[src/rtl/buttons_pkg.sv]
// Shared constants for the elevator request register.
//   BLK_W      : width of the buttons_blocked mask
//   BLK_IN     : mask bit that blocks cabin presses
//   BLK_UP     : mask bit that blocks hall up-call presses
//   BLK_DOWN   : mask bit that blocks hall down-call presses
package buttons_pkg;

    localparam int unsigned BLK_W    = 5;
    localparam int unsigned BLK_IN   = 0;
    localparam int unsigned BLK_UP   = 1;
    localparam int unsigned BLK_DOWN = 2;

endpackage : buttons_pkg

[src/rtl/buttons_request_latch.sv]
// One vector of pending requests: rising-edge press detection, block gate,
// level-sensitive clear (clear beats press) and a static mask of levels on
// which a request can never exist.
//   clk     : system clock
//   reset   : synchronous active-low reset
//   blocked : when high, presses are discarded (clears still act)
//   btn     : raw buttons, high while pressed
//   clr     : per-level clear, level-sensitive
//   active  : pending requests (registered)
module buttons_request_latch #(
    parameter int unsigned          WIDTH      = 8,
    parameter logic [WIDTH-1:0]     VALID_MASK = '1
) (
    input  logic             clk,
    input  logic             reset,
    input  logic             blocked,
    input  logic [WIDTH-1:0] btn,
    input  logic [WIDTH-1:0] clr,
    output logic [WIDTH-1:0] active
);

    logic [WIDTH-1:0] prev;
    logic [WIDTH-1:0] press_c;
    logic [WIDTH-1:0] active_next;

    // Press = rising edge; an edge seen while blocked is simply lost.
    always_comb begin
        press_c     = '0;
        active_next = active;
        if (!blocked) begin
            press_c = btn & ~prev;
        end
        active_next = (active | press_c) & ~clr & VALID_MASK;
    end

    // prev also loads during reset so a button held through reset is not
    // seen as a fresh press afterwards.
    always_ff @(posedge clk) begin
        prev <= btn;
        if (!reset) begin
            active <= '0;
        end else begin
            active <= active_next;
        end
    end

endmodule : buttons_request_latch

[src/rtl/buttons.sv]
// Elevator request register: latches cabin, hall-up and hall-down presses
// until the scheduler clears them, and reports a per-level summary.
//   clk                        : system clock
//   reset                      : synchronous active-low reset
//   buttons_blocked            : [0] cabin, [1] up, [2] down block; [4:3] unused
//   btn_in / btn_up_out / btn_down_out           : raw buttons
//   inactivate_in/out_up/out_down_levels         : per-level clears
//   active_in/out_up/out_down_levels             : pending requests (registered)
//   enable                     : per-level OR of the pending vectors
module buttons
    import buttons_pkg::*;
#(
    parameter int unsigned BUTTONS_WIDTH = 8
) (
    input  logic                     clk,
    input  logic                     reset,
    input  logic [BLK_W-1:0]         buttons_blocked,
    input  logic [BUTTONS_WIDTH-1:0] btn_in,
    input  logic [BUTTONS_WIDTH-1:0] btn_up_out,
    input  logic [BUTTONS_WIDTH-1:0] btn_down_out,
    input  logic [BUTTONS_WIDTH-1:0] inactivate_in_levels,
    input  logic [BUTTONS_WIDTH-1:0] inactivate_out_up_levels,
    input  logic [BUTTONS_WIDTH-1:0] inactivate_out_down_levels,
    output logic [BUTTONS_WIDTH-1:0] active_in_levels,
    output logic [BUTTONS_WIDTH-1:0] active_out_up_levels,
    output logic [BUTTONS_WIDTH-1:0] active_out_down_levels,
    output logic [BUTTONS_WIDTH-1:0] enable
);

    // No up call from the top level, no down call from the bottom level.
    localparam logic [BUTTONS_WIDTH-1:0] MASK_ALL  = '1;
    localparam logic [BUTTONS_WIDTH-1:0] MASK_UP   = MASK_ALL >> 1;
    localparam logic [BUTTONS_WIDTH-1:0] MASK_DOWN = MASK_ALL << 1;

    // Reserved mask bits carry no function.
    logic unused_blocked;
    assign unused_blocked = ^buttons_blocked[BLK_W-1:BLK_DOWN+1];

    buttons_request_latch #(
        .WIDTH      (BUTTONS_WIDTH),
        .VALID_MASK (MASK_ALL)
    ) u_cabin (
        .clk     (clk),
        .reset   (reset),
        .blocked (buttons_blocked[BLK_IN]),
        .btn     (btn_in),
        .clr     (inactivate_in_levels),
        .active  (active_in_levels)
    );

    buttons_request_latch #(
        .WIDTH      (BUTTONS_WIDTH),
        .VALID_MASK (MASK_UP)
    ) u_hall_up (
        .clk     (clk),
        .reset   (reset),
        .blocked (buttons_blocked[BLK_UP]),
        .btn     (btn_up_out),
        .clr     (inactivate_out_up_levels),
        .active  (active_out_up_levels)
    );

    buttons_request_latch #(
        .WIDTH      (BUTTONS_WIDTH),
        .VALID_MASK (MASK_DOWN)
    ) u_hall_down (
        .clk     (clk),
        .reset   (reset),
        .blocked (buttons_blocked[BLK_DOWN]),
        .btn     (btn_down_out),
        .clr     (inactivate_out_down_levels),
        .active  (active_out_down_levels)
    );

    // Summary is a pure function of the three registered vectors.
    assign enable = active_in_levels | active_out_up_levels | active_out_down_levels;

endmodule : buttons

[config.mk]
export PLATFORM = sky130hd
export DESIGN_NAME = buttons
export DESIGN_NICKNAME = d
export VERILOG_FILES = /design/src/rtl/buttons_pkg.sv /design/src/rtl/buttons_request_latch.sv /design/src/rtl/buttons.sv
export SDC_FILE = /design/constraint.sdc
export NUM_CORES = 1
export LEC_CHECK = 0
export CORE_MARGIN = 3
export CORE_UTILIZATION = 40
export CTS_CLUSTER_SIZE = 24
export DETAILED_ROUTE_END_ITERATION = 12
export PLACE_DENSITY = 0.95
export SYNTH_ARGS = -nofsm -noshare
export SYNTH_HDL_FRONTEND = slang
export SYNTH_SLANG_ARGS = --single-unit
[constraint.sdc]
create_clock -name clk -period 1.85 [get_ports clk]
set_input_delay 0.37 -clock clk [delete_from_list [all_inputs] [get_ports clk]]
set_output_delay 0.37 -clock clk [all_outputs]
set_load 0.01 [all_outputs]
# Word-level counts from Yosys, hierarchy flattened
# Index checks and enable logic that the tools add are counted.
op_classes:
  bitwise_logic: 17
  muxes: 3
ops:
  columns: ["operator", "n"]
  rows:
  - ["$and A8 B8 Y8", 4]
  - ["$not A8 Y8", 4]
  - ["$or A8 B8 Y8", 3]
  - ["$mux W8", 2]
  - ["$and A7 B7 Y7", 2]
  - ["$not A7 Y7", 2]
  - ["$or A8 B7 Y8", 1]
  - ["$mux W7", 1]
  - ["$or A7 B7 Y7", 1]
totals:
  word_cells: 27
  register_bits: 46

# Depth between registers and ports, before layout
depth:
  ltp_word: 5
  ltp_mapped: 3
  mapped_depth_nobuf: 2

# By module
# Synthesis repeated with hierarchy kept, for this count alone.
unflattened:
  hier_cells: 124
  hier_area_um2: 1476.4
modules_own_cells:
  columns: ["mod", "area_per_inst_um2", "n_inst", "seq_area_each_um2", "cells_per_inst"]
  rows:
  - ["buttons_request_latch at u_hall_down ...", 440.4, 2, 280.3, 37]
  - ["buttons_request_latch at u_cabin", 545.5, 1, 320.3, 42]
  - ["buttons", 50.0, 1, 0.0, 8]

# Worst setup path before layout
# OpenSTA, ideal clock, no wires.
synth_timing:
  kind: "flip-flop to output port"
  from: "reg u_hall_down.active[1]"
  to: "out enable[1]"
  t_arrival_ns: 0.742
  path_slack_ns: 0.738
  n_path_buf: 0
  required_ns: 1.480
  path_stages_with_launch: 2
  path_cell_list: "dfxtp_1 or3_1"
synth_between:
  elab_chain_len: 1
synth_rtl:
  columns: ["element", "line_no", "rtl"]
  rows:
  - ["from (decl)", "buttons_request_latch.sv:19", "output logic [WIDTH-1:0] active"]
  - ["from (signal assigned)", "buttons_request_latch.sv:43", "active <= active_next;"]
  - ["$or A8 B8 Y8", "buttons.sv:76", "assign enable = active_in_levels | active_out_up_levels | active_out_down_levels;"]
  - ["to (decl)", "buttons.sv:27", "output logic [BUTTONS_WIDTH-1:0] enable"]
# Every way passes these cells.

# Worst setup path in the final report
layout_timing:
  from: "reg u_hall_up.active[0]"
  to: "out enable[0]"
layout_between:
  elab_chain_len: 2
layout_rtl:
  columns: ["element", "line_no"]
  rows:
  - ["from (decl)", "buttons_request_latch.sv:19"]
  - ["from (signal assigned)", "buttons_request_latch.sv:43"]
  - ["$or A8 B7 Y8", "buttons.sv:76"]
  - ["$or A8 B8 Y8", "buttons.sv:76"]
# Every way passes these cells.

==> flow_summary.json <==
{
  "final_hold_viol_count": 0,
  "htreeDepth": 2,
  "arrival_ns": 1.38,
  "grt_pass1_vias": 1144,
  "cts_setup_buffers": 0,
  "drc_errors": 0,
  "yosys.area.top_type_share_pct": 59.6,
  "syn-cell-area_um2": 1480,
  "min_period_ns": 1.75,
  "finalSetupTns_ns": 0,
  "finalWeightedCongestion": 0.625,
  "rr_worst_depth": 2,
  "grt_max_degree": 23,
  "min_path_cells": 1,
  "placed_area_um2": 2300,
  "yosys_register_bits": 44,
  "end_kind": "output port",
  "dieArea_um2": 4460,
  "port_buffers": 78,
  "place.detailed.hpwl_mm": 2.63,
  "avgSynthCellArea_um2": 11.9,
  "fin_area_um2": 2400,
  "die_w_um": 66.8,
  "dr.pass1.iters": 3,
  "hold_class": "flip-flop to flip-flop",
  "drive_gt1_share_pct": 9.62,
  "path_cells": "or2_2 > clkdlybuf4s50_1",
  "p_leak_nw": 1.32,
  "cpPeakStageDelay_ns": 0.49,
  "synth_area_leaders": "dfxtp_1 (60%), o211a_1 (15%), nor3b_1 (7.1%)",
  "ant_nets": 0,
  "min_period_over_period_pct": 94.7,
  "r2r_start": "u_hall_down.prev[4]",
  "critPathKind": "flip-flop to output port",
  "cp_slowest_cell": "clkdlybuf4s50_1",
  "chipHeight_um": 66.8,
  "wl_mm": 3.48,
  "drv_cap": 0,
  "status": "complete, no violations",
  "holdBufCountCts": 0,
  "cts_inserted_buffers": 5,
  "yosysWarnings": 0,
  "synthTopCellsByCount": "dfxtp_1 (44), inv_1 (22), o211a_1 (22)",
  "area_growth_pct": 62.3,
  "synth_most_common_cell": "dfxtp_1",
  "pin_count": 87,
  "grt_usage_pct": 16.3,
  "clk_pin_slew_ns": 0.08,
  "gr-total-overflow": 0,
  "cts_sinks": 44,
  "setup_viol": 0,
  "first_iter_violations": 33,
  "fin_worst_skew_ns": 0.00327,
  "fillCellCount": 264,
  "synth_area_leader_cell": "dfxtp_1",
  "syn_inst": 124,
  "timing.rr.end": "u_hall_down.active[4]",
  "start_kind": "flip-flop",
  "clockBufferDepth": 2,
  "peakVddDrop_uv": 480,
  "synth_cell_types": 11,
  "path_max_fanout": 3,
  "worstHoldEndpoint": "u_hall_up.active[0]",
  "viasPerCell": 4.59,
  "cellPowerDensity_nw_per_um2": 760,
  "core.rowCount": 21,
  "synthFlopType": "dfxtp_1",
  "cts_tree": "done",
  "wl_per_cell_um": 13.7,
  "start_util_pct": 43.0,
  "yosysSeqAreaShare_pct": 59.6,
  "max_clock_freq_mhz": 571,
  "reg2reg_slack_ns": 1.12,
  "synthArstFlopShare_pct": 0,
  "insertedDiodeCount": 0,
  "via_count": 1166,
  "grt_pass1_wl_mm": 5.24,
  "clk_latency_ns": 0.28,
  "nets": 262,
  "worstHoldStart": "u_hall_up.active[0]",
  "cts_root_buf": "clkbuf_8",
  "synth-edff-count": 0,
  "slew_violations": 0,
  "coreArea_um2": 3440,
  "rsz0062_at_grt": "no",
  "cp.required_ns": 1.48,
  "antenna_found_initial": 0
}
-- worst max-delay path by stage --
stage	start	end	slack (ns)	depth (start not counted)
after floorplan	u_hall_down.active[1]	enable[1]	0.74	1
after global placement	u_hall_down.active[4]	enable[4]	0.33	2
after detailed placement	u_cabin.active[6]	enable[6]	0.31	2
after CTS	u_hall_down.active[5]	enable[5]	0.0008	2
after global routing	u_hall_down.active[7]	enable[7]	0.03	2
final	u_hall_up.active[0]	enable[0]	0.1	2
-- layer usage --
metal | GRT usage (%) | share of wire (%) | vias up
li1 | - | - | 585
met1 | 17.8 | 40 | 528
met2 | 27.7 | 49 | 51
met3 | 7.76 | 10 | 2
met4 | 5.33 | 0.52 | 0
met5 | 0 | 0 | -
-- registers in the layout, indices dropped and copies added (netlist names) --
name and cells:
u_hall_down.prev 7, u_hall_up.prev 7, u_hall_up.active 7, u_cabin.prev 8, u_cabin.active 8, u_hall_down.active 7
-- cells by family (layout without fill, tap and decap cells) --
logic type / count (synthesis) / count (layout) / share of synthesized area, %
compound gates: 22 / 22 / 14.9
flops: 44 / 44 / 59.6
buf+inv: 27 / 110 / 8.04
other cells: 1 / 2 / 0.254
simple gates: 30 / 30 / 17.3
-- metrics by stage --
step                std cells  hold slack, ns  power [mW]  utilization, %  worst slack [ns]
global route              254           0.525        1.91            69.7            0.0346
global placement          246           0.498        1.25            66.8             0.331
floorplan                 125           0.398        1.09               -             0.738
detailed placement        246           0.502        1.25            66.8             0.309
CTS                       254           0.521        1.85            69.4          0.000810
finish                    254           0.519        1.82            69.7            0.0986
-- where the power goes --
| part | switching [mW] | internal, mW | total (mW) |
|---|---|---|---|
| clock network | 0.303 | 0.298 | 0.601 |
| registers | 0.0163 | 0.983 | 1.00 |
| logic | 0.0708 | 0.153 | 0.224 |
-- placed cells by master, fill, tap and decap left out --
cell             instances
clkdlybuf4s50_1         72
dfxtp_1                 44
inv_1                   22
o211a_1                 22
nor3b_1                 14
nor3b_2                  8
or3_1                    6
clkbuf_8                 6
dlymetal6s2s_1           4
or2_2                    2
conb_1                   2
clkinv_2                 2
dlygate4sd2_1            2
buf_4                    2
-- area by class of cell --
| class | count | area, µm² | area share, % |
|---|---|---|---|
| sequential | 44 | 881 | 36.7 |
| timing repair buffer | 80 | 803 | 33.5 |
| multi-input combinational | 54 | 483 | 20.1 |
| clock buffer | 6 | 82.6 | 3.44 |
| inverter | 22 | 82.6 | 3.44 |
| tap | 46 | 57.6 | 2.40 |
| clock inverter | 2 | 10.0 | 0.417 |
-- critical path, delay by kind of cell, from the launching register on --
kind                   cells  cell delay (ns)
AND/OR/NAND/NOR            1             0.29
buffers and inverters      1             0.49
flip-flops                 1             0.32
-- timing repair --
item                                    CTS  global route
pin swaps                                 0             0
resized for setup                         2             4
gates cloned                              0             0
endpoints found under the setup margin    2             4
endpoints found under the hold margin     0             0
No activity file was read; power rests on OpenSTA's default activity.
